File: src/rtl/instr_encoder.sv
// RV32I instruction encoder: packs opcode/register/funct/immediate fields into a 32-bit word and streams
// it out with an incrementing address. Define RANGE_CHECK_EN to reject out-of-range or misaligned immediates.
module instr_encoder #(
    parameter logic [31:0] BASE_ADDR = 32'h0000_0000,
    parameter logic [31:0] NOP_WORD  = 32'h0000_0013
) (
    input  logic        clk,
    input  logic        rst_n,
    input  logic        start,
    input  logic        in_valid,
    output logic        in_ready,
    input  logic        in_last,
    input  logic [6:0]  opcode,
    input  logic [4:0]  rd,
    input  logic [4:0]  rs1,
    input  logic [4:0]  rs2,
    input  logic [2:0]  funct3,
    input  logic [6:0]  funct7,
    input  logic [31:0] imm,
    output logic        out_valid,
    input  logic        out_ready,
    output logic [31:0] out_instr,
    output logic [31:0] out_addr,
    output logic        err,
    output logic [7:0]  err_count,
    output logic        done
);

    localparam logic [6:0] OP_R      = 7'b0110011;
    localparam logic [6:0] OP_IMM    = 7'b0010011;
    localparam logic [6:0] OP_LOAD   = 7'b0000011;
    localparam logic [6:0] OP_JALR   = 7'b1100111;
    localparam logic [6:0] OP_STORE  = 7'b0100011;
    localparam logic [6:0] OP_BRANCH = 7'b1100011;
    localparam logic [6:0] OP_LUI    = 7'b0110111;
    localparam logic [6:0] OP_AUIPC  = 7'b0010111;
    localparam logic [6:0] OP_JAL    = 7'b1101111;

    typedef enum logic [1:0] {IDLE, RUN, DRAIN} state_t;

    state_t      state_reg, state_next;
    logic        out_valid_reg;
    logic [31:0] out_instr_reg;
    logic [31:0] out_addr_reg;
    logic [31:0] next_addr_reg;
    logic        err_reg;
    logic [7:0]  err_count_reg;
    logic        done_reg;
    logic        drain_done;
    logic        accept;

    logic        fit_12, fit_b, fit_j, fit_u;
    logic [31:0] enc_word;
    logic        enc_ok;

`ifdef RANGE_CHECK_EN
    // A value fits in N signed bits when all bits from N-1 upward are copies of the sign.
    assign fit_12 = (&imm[31:11]) | ~(|imm[31:11]);
    assign fit_b  = ((&imm[31:12]) | ~(|imm[31:12])) & ~imm[0];
    assign fit_j  = ((&imm[31:20]) | ~(|imm[31:20])) & ~imm[0];
    assign fit_u  = ~(|imm[11:0]);
`else
    assign fit_12 = 1'b1;
    assign fit_b  = 1'b1;
    assign fit_j  = 1'b1;
    assign fit_u  = 1'b1;
`endif

    always_comb begin
        enc_word = NOP_WORD;
        enc_ok   = 1'b0;
        case (opcode)
            OP_R: begin
                enc_word = {funct7, rs2, rs1, funct3, rd, opcode};
                enc_ok   = 1'b1;
            end
            OP_IMM, OP_LOAD, OP_JALR: begin
                enc_word = {imm[11:0], rs1, funct3, rd, opcode};
                enc_ok   = fit_12;
            end
            OP_STORE: begin
                enc_word = {imm[11:5], rs2, rs1, funct3, imm[4:0], opcode};
                enc_ok   = fit_12;
            end
            OP_BRANCH: begin
                enc_word = {imm[12], imm[10:5], rs2, rs1, funct3, imm[4:1], imm[11], opcode};
                enc_ok   = fit_b;
            end
            OP_LUI, OP_AUIPC: begin
                enc_word = {imm[31:12], rd, opcode};
                enc_ok   = fit_u;
            end
            OP_JAL: begin
                enc_word = {imm[20], imm[10:1], imm[11], imm[19:12], rd, opcode};
                enc_ok   = fit_j;
            end
            default: ;
        endcase
        if (!enc_ok) begin
            enc_word = NOP_WORD;
        end
    end

    assign in_ready = (state_reg == RUN) && (!out_valid_reg || out_ready);
    assign accept   = in_valid && in_ready;

    always_ff @(posedge clk or negedge rst_n) begin
        if (!rst_n) begin
            state_reg <= IDLE;
        end else begin
            state_reg <= state_next;
        end
    end

    always_comb begin
        state_next = state_reg;
        drain_done = 1'b0;
        case (state_reg)
            IDLE: begin
                if (start) begin
                    state_next = RUN;
                end
            end
            RUN: begin
                if (accept && in_last) begin
                    state_next = DRAIN;
                end
            end
            DRAIN: begin
                if (!out_valid_reg || out_ready) begin
                    state_next = IDLE;
                    drain_done = 1'b1;
                end
            end
            default: state_next = IDLE;
        endcase
    end

    always_ff @(posedge clk or negedge rst_n) begin
        if (!rst_n) begin
            out_valid_reg <= 1'b0;
            out_instr_reg <= 32'h0;
            out_addr_reg  <= BASE_ADDR;
            next_addr_reg <= BASE_ADDR;
            err_reg       <= 1'b0;
            err_count_reg <= 8'h0;
            done_reg      <= 1'b0;
        end else begin
            done_reg <= drain_done;
            if (start && state_reg == IDLE) begin
                next_addr_reg <= BASE_ADDR;
                err_reg       <= 1'b0;
                err_count_reg <= 8'h0;
            end
            if (accept) begin
                out_valid_reg <= 1'b1;
                out_instr_reg <= enc_word;
                out_addr_reg  <= next_addr_reg;
                next_addr_reg <= next_addr_reg + 32'd4;
                // Substituted requests still consume their address slot.
                if (!enc_ok) begin
                    err_reg <= 1'b1;
                    if (err_count_reg != 8'hFF) begin
                        err_count_reg <= err_count_reg + 8'd1;
                    end
                end
            end else if (out_ready) begin
                out_valid_reg <= 1'b0;
            end
        end
    end

    assign out_valid = out_valid_reg;
    assign out_instr = out_instr_reg;
    assign out_addr  = out_addr_reg;
    assign err       = err_reg;
    assign err_count = err_count_reg;
    assign done      = done_reg;

endmodule

File: config.mk
export PLATFORM = sky130hd
export DESIGN_NAME = instr_encoder
export DESIGN_NICKNAME = d
export VERILOG_FILES = /design/src/rtl/instr_encoder.sv
export SDC_FILE = /design/constraint.sdc
export NUM_CORES = 1
export LEC_CHECK = 0
export CAP_MARGIN = 15
export CORE_MARGIN = 1.5
export CORE_UTILIZATION = 52
export CTS_CLUSTER_DIAMETER = 150
export DETAILED_ROUTE_END_ITERATION = 10
export PLACE_DENSITY = 0.87
export SYNTH_ARGS = -nofsm -noshare
export SYNTH_HDL_FRONTEND = slang
export SYNTH_SLANG_ARGS = --single-unit
File: constraint.sdc
create_clock -name clk -period 4.1 [get_ports clk]
set_input_delay 1.23 -clock clk [delete_from_list [all_inputs] [get_ports clk]]
set_output_delay 1.23 -clock clk [all_outputs]
set_load 0.03 [all_outputs]
; Yosys cells after proc, flatten, opt, wreduce, memory -nomap -nowiden
; Index checks and enable logic that the tools add are counted.
[op_classes]
addsub = 2
n_eq_ne = 15
n_mux = 20
reduce_logical = 13
[op_table]
columns = cell, count
row1 = $pmux W32 S6, 1
row2 = $mux W32, 3
row3 = $add A32 B3 Y32 const B, 1
row4 = $mux W8, 4
row5 = $eq A7 B6 Y1 const B, 3
row6 = $eq A7 B7 Y1 const B, 3
row7 = $eq A7 B5 Y1 const B, 2
row8 = $reduce_or A9 Y1, 1
row9 = $add A8 B1 Y8 const B, 1
row10 = $mux W1, 8
row11 = $ne A8 B8 Y1 const B, 1
row12 = $eq A7 B2 Y1 const B, 1
row13 = $mux W2, 3
row14 = $pmux W2 S3, 1
row15 = $logic_and A1 B1 Y1, 4
row16 = $ne A2 B2 Y1 const B, 2
row17 = $reduce_bool A2 Y1, 2
row18 = $reduce_and A3 Y1, 1
row19 = $reduce_or A3 Y1, 1
row20 = $eq A2 B1 Y1 const B, 1
row21 = $eq A2 B2 Y1 const B, 1
row22 = $logic_not A2 Y1, 1
row23 = $ne A2 B1 Y1 const B, 1
row24 = $reduce_or A2 Y1, 1
row25 = 2 further kinds, 2
[totals]
reg_bits = 109
inputBits = 70

; Longest topological paths before layout
; Gate-level depths: netlist of the first run.
[logic_depth]
ltp_word = 7
depth_mapped = 8
ltp_nobuf = 6

; Worst setup path before layout of the first run
; OpenSTA, ideal clock, no wires.
[synth_timing]
path_type = input port to output port
startpoint = in out_ready
endpoint = out in_ready
t_arrival_ns = 1.715
t_required_ns = 2.870
slack_ns = 1.155
path_stages = 2
cell_sequence = nor2b_1 > nor2_1
[synth_between]
elab_chain_len = 2
[synth_lines]
columns = item, line_no
row1 = start: declaration, 21  ; input logic out_ready,
row2 = $logic_or A1 B1 Y1, 104  ; assign in_ready = (state_reg == RUN) && (!out_valid_reg || out_ready);
row3 = $logic_and A1 B1 Y1, 104
row4 = end: declaration, 11  ; output logic in_ready,
; No other way between the ends.

; Worst setup path in the final report of the first run
; Ends and elaborated chain as after synthesis.

==> run_summary.xml, run 1 <==
<?xml version="1.0" encoding="UTF-8"?>
<metrics>
  <group name="die">
    <metric name="dieArea" unit="sq um">10400</metric>
    <metric name="placement_rows" unit="">35</metric>
    <metric name="floorplan.io_pins" unit="">146</metric>
    <metric name="core_area" unit="sq um">9370</metric>
    <metric name="die_height" unit="um">102</metric>
    <metric name="die_width" unit="um">102</metric>
    <metric name="start_util" unit="">0.543</metric>
  </group>
  <group name="clocking">
    <metric name="clock_tree_from_tritoncts" unit="">yes</metric>
    <metric name="clock_latency" unit="ns">0.37</metric>
    <metric name="post_cts.repair.setup_buffers" unit="">0</metric>
    <metric name="cts-root-buf" unit="">clkbuf_8</metric>
    <metric name="clock_sink_count" unit="">105</metric>
    <metric name="max-clock-path-buffers" unit="">2</metric>
    <metric name="cts_resized" unit="">0</metric>
    <metric name="clk_pin_slew_worst_paths" unit="ns">0.09</metric>
    <metric name="ctsHoldBuffers" unit="">0</metric>
    <metric name="cts_max_level" unit="">3</metric>
    <metric name="cts-buffers-inserted" unit="">9</metric>
  </group>
  <group name="drt">
    <metric name="firstDrtPassIters" unit="">5</metric>
    <metric name="drcViolationCount" unit="">0</metric>
    <metric name="postRouteWirelength" unit="um">13600</metric>
    <metric name="postRouteAntennaNets" unit="">0</metric>
    <metric name="detailroute.via_count" unit="">4854</metric>
    <metric name="wl_per_cell" unit="um">16.5</metric>
    <metric name="first_iter_violations" unit="">234</metric>
    <metric name="via_per_inst" unit="">5.88</metric>
  </group>
  <group name="setup_path">
    <metric name="cp.required" unit="ns">2.87</metric>
    <metric name="worst_r2r_path_depth" unit="">5</metric>
    <metric name="regToRegEndpoint" unit="">err_count[0]</metric>
    <metric name="crit_path_start_kind" unit="">input pin</metric>
    <metric name="endpoint_kind" unit="">output port</metric>
    <metric name="critical_path_peak_fanout" unit="">5</metric>
    <metric name="worst-endpoint-arrival" unit="ns">2.73</metric>
    <metric name="criticalPathCategory" unit="">input pin to output port</metric>
    <metric name="r2r_slack" unit="ns">1.78</metric>
    <metric name="worstReg2RegStart" unit="">state_reg[1]</metric>
  </group>
  <group name="global_route">
    <metric name="maximum_number_of_pins_on_one_net_before_global_route_repair" unit="">58</metric>
    <metric name="track_usage" unit="">0.273</metric>
    <metric name="global_route_wire_length_before_repair" unit="um">22300</metric>
    <metric name="grt_overflow_total" unit="">0</metric>
    <metric name="grt_pass1_vias" unit="">4766</metric>
    <metric name="antenna_found_initial" unit="">0</metric>
  </group>
  <group name="yosys">
    <metric name="largest_cells_by_area_after_synthesis" unit="">dfrtp_1 52%, nand2_1 9.6%, o21ai_0 3.9%, nor2_1 3.1%, nand3_1 2.1%</metric>
    <metric name="synth.yosys.seq_area_share" unit="">0.516</metric>
    <metric name="synth_largest_type_area_fraction" unit="">0.516</metric>
    <metric name="synth_edf_count" unit="">0</metric>
    <metric name="postSynth.asyncResetShare" unit="">1.00</metric>
    <metric name="postSynthAreaPerCell" unit="sq um">9.13</metric>
    <metric name="ys_seq_elements" unit="">105</metric>
    <metric name="synth_cells" unit="">558</metric>
    <metric name="ys_warn_count" unit="">0</metric>
    <metric name="postSynth.topFlopCell" unit="">dfrtp_1</metric>
    <metric name="synth_common_cells" unit="">130 x nand2_1, 105 x dfrtp_1, 42 x nor2_1</metric>
    <metric name="most_instantiated_library_cell_after_synthesis" unit="">nand2_1</metric>
    <metric name="synthDistinctLibCells" unit="">65</metric>
    <metric name="netlist_area" unit="sq um">5090</metric>
    <metric name="synth_area_leader_cell" unit="">dfrtp_1</metric>
  </group>
  <group name="final_layout">
    <metric name="antenna_cells" unit="">0</metric>
    <metric name="design.final.nets" unit="">763</metric>
    <metric name="largest_register_ff_count" unit="">32</metric>
    <metric name="fillers" unit="">740</metric>
    <metric name="post_route_cells_drive_above_1_share" unit="">0.0618</metric>
    <metric name="syn_to_final_growth" unit="%">34.5</metric>
  </group>
  <group name="sta">
    <metric name="final_critical_path_setup_slack" unit="ns">0.144</metric>
    <metric name="period_share" unit="">0.965</metric>
    <metric name="slew_viol_final" unit="">0</metric>
    <metric name="final_hold_viol_count" unit="">0</metric>
    <metric name="grt_setup_unrepaired" unit="">false</metric>
    <metric name="timing_worst_slew_pin_value" unit="ns">0.727</metric>
    <metric name="max_freq" unit="MHz">253</metric>
    <metric name="relative_slew_slack" unit="">0.515</metric>
    <metric name="final.setup.tns" unit="ns">0</metric>
    <metric name="finClkSkew" unit="ns">0.00972</metric>
    <metric name="period_needed" unit="ns">3.96</metric>
    <metric name="finalSetupViolations" unit="">0</metric>
  </group>
  <group name="hold_path">
    <metric name="worst_hold_path.endpoint" unit="">out_addr[10]</metric>
    <metric name="min_path_type" unit="">register to register</metric>
    <metric name="holdPathStages" unit="">2</metric>
    <metric name="worstHoldStart" unit="">out_addr[10]</metric>
  </group>
  <group name="placed_design">
    <metric name="numPortBuffers" unit="">143</metric>
    <metric name="dp.final_hpwl" unit="um">9750</metric>
    <metric name="globalplace.congestion" unit="">0.914</metric>
    <metric name="place_ws" unit="ns">0.178</metric>
  </group>
  <group name="power_and_ir_drop">
    <metric name="design_power_total" unit="uW">2980</metric>
    <metric name="p_per_area" unit="nW/um^2">435</metric>
    <metric name="leakagePower" unit="uW">0.00298</metric>
    <metric name="ir_worst_vdd" unit="V">0.000241</metric>
  </group>
  <group name="flow_run">
    <metric name="maxCapViolations" unit="">0</metric>
  </group>
  <group name="status">
    <metric name="status" unit="">completed</metric>
  </group>
</metrics>
-- stage by stage --
stage          instances  utilization  hold slack [ns]  area [sq um]
3_3_place_gp         809        0.707            0.448          6630
3_5_place_dp         809        0.707            0.455          6630
4_1_cts              825        0.731            0.482          6850
6_report             825        0.731            0.480          6850
5_1_grt              825        0.731            0.505          6850
2_1_floorplan        559            -            0.452          5100
-- worst max-delay path: stages --
cell and delay [ns]:
clkdlybuf4s50_1 0.44, nor2b_1 0.34, nor2_1 0.10, clkdlybuf4s50_1 0.61
-- routing by layer --
layer | GRT usage | wire length [um]
met5 | 0 | 0
met4 | 0.110 | 335
met3 | 0.0636 | 1050
met2 | 0.443 | 6730
met1 | 0.354 | 5470
-- final cells by class --
cell class                      instances  area (sq um)  share of cell area
Sequential cell                       105          2630               0.384
Multi-Input combinational cell        409          2280               0.333
Timing Repair Buffer                  154          1510               0.221
Tap cell                              129           161              0.0236
Clock buffer                           11           141              0.0206
Clock inverter                          5          78.8              0.0115
Inverter                               12          45.0             0.00658
-- cell families (layout without fill, tap and decap cells) --
group | Yosys count | in the layout | share of synthesized area
mux | 7 | 7 | 0.0143
simple gates | 255 | 255 | 0.237
other cells | 1 | 2 | 0.000736
compound gates | 140 | 140 | 0.184
xor+xnor | 3 | 3 | 0.00516
fa+ha+maj | 2 | 2 | 0.00491
flops | 105 | 105 | 0.516
buf+inv | 45 | 182 | 0.0381
-- power by group --
group / internal (uW) / leakage, uW / switching [uW] / total (uW)
logic: 395 / 0.00146 / 606 / 1000
clock network: 360 / 0.000113 / 346 / 707
registers: 1160 / 0.00141 / 111 / 1270
total: 1920 / 0.00298 / 1060 / 2980
-- worst max path at each step --
stage	startpoint	endpoint	slack, ns	cells past startpoint
6_report	out_ready	in_ready	0.14	4
3_3_place_gp	out_ready	in_ready	0.19	4
2_1_floorplan	out_ready	in_ready	1.16	2
5_1_grt	out_ready	in_ready	0.1	4
4_1_cts	out_ready	in_ready	0.16	4
3_5_place_dp	out_ready	in_ready	0.18	4
-- cell usage in the layout (no fill, tap or decap), types with 5 or more instances in the layout --
cell type / instances
clkdlybuf4s50_1: 142
nand2_1: 130
dfrtp_1: 105
nor2_1: 42
o21ai_0: 40
nand3_1: 21
a21oi_1: 18
inv_1: 12
buf_4: 12
nand4_1: 11
a31oi_1: 10
clkbuf_8: 10
o211ai_1: 9
or3_1: 8
a22o_1: 8
o31ai_1: 8
a221oi_1: 8
a22oi_1: 7
nor2b_1: 6
nand2b_1: 6
and3_1: 5
mux2i_1: 5
a222oi_1: 5
a21o_1: 5
Note: power is estimated with default switching activity, not from simulation.
==> run 2, diff against run 1 <==
Settings changed: MAX_ROUTING_LAYER set to met4.
==> run 2 against run 1 <==
  * Non-clock buffer count is the same
  * Power grew 0.14%
  * Largest cell class unchanged
  * Die area is the same
  * Wire length grew 0.16%
  * Largest power group unchanged
==> run_summary.xml, run 2 (synthesis gave the netlist of run 1 again) <==
<?xml version="1.0" encoding="UTF-8"?>
<metrics>
  <group name="die">
    <metric name="core_area" unit="sq um">9370</metric>
    <metric name="floorplan.io_pins" unit="">146</metric>
    <metric name="dieArea" unit="sq um">10400</metric>
    <metric name="start_util" unit="">0.543</metric>
    <metric name="die_height" unit="um">102</metric>
    <metric name="die_width" unit="um">102</metric>
    <metric name="placement_rows" unit="">35</metric>
  </group>
  <group name="sta">
    <metric name="final.setup.tns" unit="ns">0</metric>
    <metric name="finalSetupViolations" unit="">0</metric>
    <metric name="period_share" unit="">0.965</metric>
    <metric name="finClkSkew" unit="ns">0.0105</metric>
    <metric name="max_freq" unit="MHz">253</metric>
    <metric name="timing_worst_slew_pin_value" unit="ns">0.712</metric>
    <metric name="slew_viol_final" unit="">0</metric>
    <metric name="period_needed" unit="ns">3.96</metric>
    <metric name="grt_setup_unrepaired" unit="">false</metric>
    <metric name="relative_slew_slack" unit="">0.524</metric>
    <metric name="final_hold_viol_count" unit="">0</metric>
  </group>
  <group name="clocking">
    <metric name="clock_tree_from_tritoncts" unit="">yes</metric>
    <metric name="clock_latency" unit="ns">0.37</metric>
    <metric name="post_cts.repair.setup_buffers" unit="">0</metric>
    <metric name="clock_sink_count" unit="">105</metric>
    <metric name="cts-buffers-inserted" unit="">9</metric>
    <metric name="max-clock-path-buffers" unit="">2</metric>
    <metric name="cts_max_level" unit="">3</metric>
    <metric name="cts-root-buf" unit="">clkbuf_8</metric>
    <metric name="clk_pin_slew_worst_paths" unit="ns">0.09</metric>
    <metric name="cts_resized" unit="">0</metric>
    <metric name="ctsHoldBuffers" unit="">0</metric>
  </group>
  <group name="setup_path">
    <metric name="critical_path_peak_fanout" unit="">5</metric>
    <metric name="worst-endpoint-arrival" unit="ns">2.73</metric>
    <metric name="criticalPathCategory" unit="">input pin to output port</metric>
    <metric name="cp.required" unit="ns">2.87</metric>
    <metric name="crit_path_start_kind" unit="">input pin</metric>
    <metric name="endpoint_kind" unit="">output port</metric>
  </group>
  <group name="drt">
    <metric name="via_per_inst" unit="">5.84</metric>
    <metric name="postRouteAntennaNets" unit="">0</metric>
    <metric name="firstDrtPassIters" unit="">5</metric>
    <metric name="drcViolationCount" unit="">0</metric>
    <metric name="detailroute.via_count" unit="">4820</metric>
    <metric name="wl_per_cell" unit="um">16.5</metric>
    <metric name="postRouteWirelength" unit="um">13600</metric>
    <metric name="first_iter_violations" unit="">279</metric>
  </group>
  <group name="placed_design">
    <metric name="dp.final_hpwl" unit="um">9750</metric>
    <metric name="dp.cells" unit="">809</metric>
    <metric name="globalplace.congestion" unit="">0.929</metric>
    <metric name="numPortBuffers" unit="">143</metric>
  </group>
  <group name="global_route">
    <metric name="grt_overflow_total" unit="">0</metric>
    <metric name="grt_pass1_vias" unit="">4761</metric>
    <metric name="global_route_wire_length_before_repair" unit="um">22400</metric>
    <metric name="track_usage" unit="">0.282</metric>
    <metric name="antenna_found_initial" unit="">0</metric>
    <metric name="maximum_number_of_pins_on_one_net_before_global_route_repair" unit="">58</metric>
  </group>
  <group name="status">
    <metric name="status" unit="">completed</metric>
  </group>
  <group name="power_and_ir_drop">
    <metric name="leakagePower" unit="uW">0.00298</metric>
    <metric name="p_per_area" unit="nW/um^2">436</metric>
    <metric name="ir_worst_vdd" unit="V">0.000242</metric>
  </group>
  <group name="final_layout">
    <metric name="final_common_cell" unit="">clkdlybuf4s50_1</metric>
    <metric name="final_cell_mix" unit="">142 x clkdlybuf4s50_1, 130 x nand2_1, 105 x dfrtp_1</metric>
    <metric name="largest_register_ff_count" unit="">32</metric>
    <metric name="post_route_cells_drive_above_1_share" unit="">0.0618</metric>
    <metric name="antenna_cells" unit="">0</metric>
    <metric name="stdcell_count" unit="">825</metric>
    <metric name="fillers" unit="">740</metric>
    <metric name="syn_to_final_growth" unit="%">34.5</metric>
    <metric name="design.final.nets" unit="">763</metric>
  </group>
  <group name="hold_path">
    <metric name="min_path_type" unit="">register to register</metric>
  </group>
  <group name="flow_run">
    <metric name="maxCapViolations" unit="">0</metric>
  </group>
</metrics>
[run 2: cell counts in the layout (fill, tap and decap cells not counted)]
No cell type changed its count.
[run 2: per-stage QoR]
step / power [uW] / util / hold WS [ns] / instance area, sq um / worst slack (ns)
2_1_floorplan: 1840 / - / 0.452 / 5100 / 1.16
3_3_place_gp: 2250 / 0.707 / 0.448 / 6630 / 0.188
3_5_place_dp: 2290 / 0.707 / 0.455 / 6630 / 0.178
4_1_cts: 2990 / 0.731 / 0.482 / 6850 / 0.164
5_1_grt: 3130 / 0.731 / 0.505 / 6850 / 0.0956
6_report: 2990 / 0.731 / 0.480 / 6850 / 0.143
[run 2: layer usage]
| layer | track usage | routed length [um] | vias to the layer above |
|---|---|---|---|
| li1 | - | - | 2244 |
| met1 | 0.369 | 5460 | 2303 |
| met2 | 0.441 | 6810 | 247 |
| met3 | 0.0486 | 1040 | 26 |
| met4 | 0.110 | 300 | 0 |
| met5 | - | 0 | - |
[run 2: power breakdown]
part           switching, uW  internal, uW  total (uW)  leakage [uW]
combinational            606           395        1000       0.00146
clock                    351           360         711      0.000113
sequential               110          1160        1270       0.00141
[run 2: final timing paths]
| kind | depth (start not counted) | startpoint | slack (ns) | to |
|---|---|---|---|---|
| max | 4 | out_ready | 0.14 | in_ready |
| max in group asynchronous | 2 | rst_n | 2.32 | out_instr[27] |
| min in group asynchronous | 1 | rst_n | 0.90 | out_addr[24] |
| max reg2reg | 5 | state_reg[1] | 1.78 | err_count[0] |
| min | 2 | out_addr[10] | 0.48 | out_addr[10] |
| min reg2reg | 2 | out_addr[10] | 0.48 | out_addr[10] |
[run 2: worst max-delay path: stages]
cell and delay [ns]:
clkdlybuf4s50_1 0.44, nor2b_1 0.33, nor2_1 0.11, clkdlybuf4s50_1 0.61
[run 2: layout make-up]
| cell class | instances | area [sq um] | share of cell area |
|---|---|---|---|
| clock buffers | 11 | 141 | 0.0206 |
| clock inverters | 5 | 78.8 | 0.0115 |
| inverters | 12 | 45.0 | 0.00658 |
| multi-input cells | 409 | 2280 | 0.333 |
| flip-flops and latches | 105 | 2630 | 0.384 |
| well taps | 129 | 161 | 0.0236 |
| repair buffers | 154 | 1510 | 0.221 |
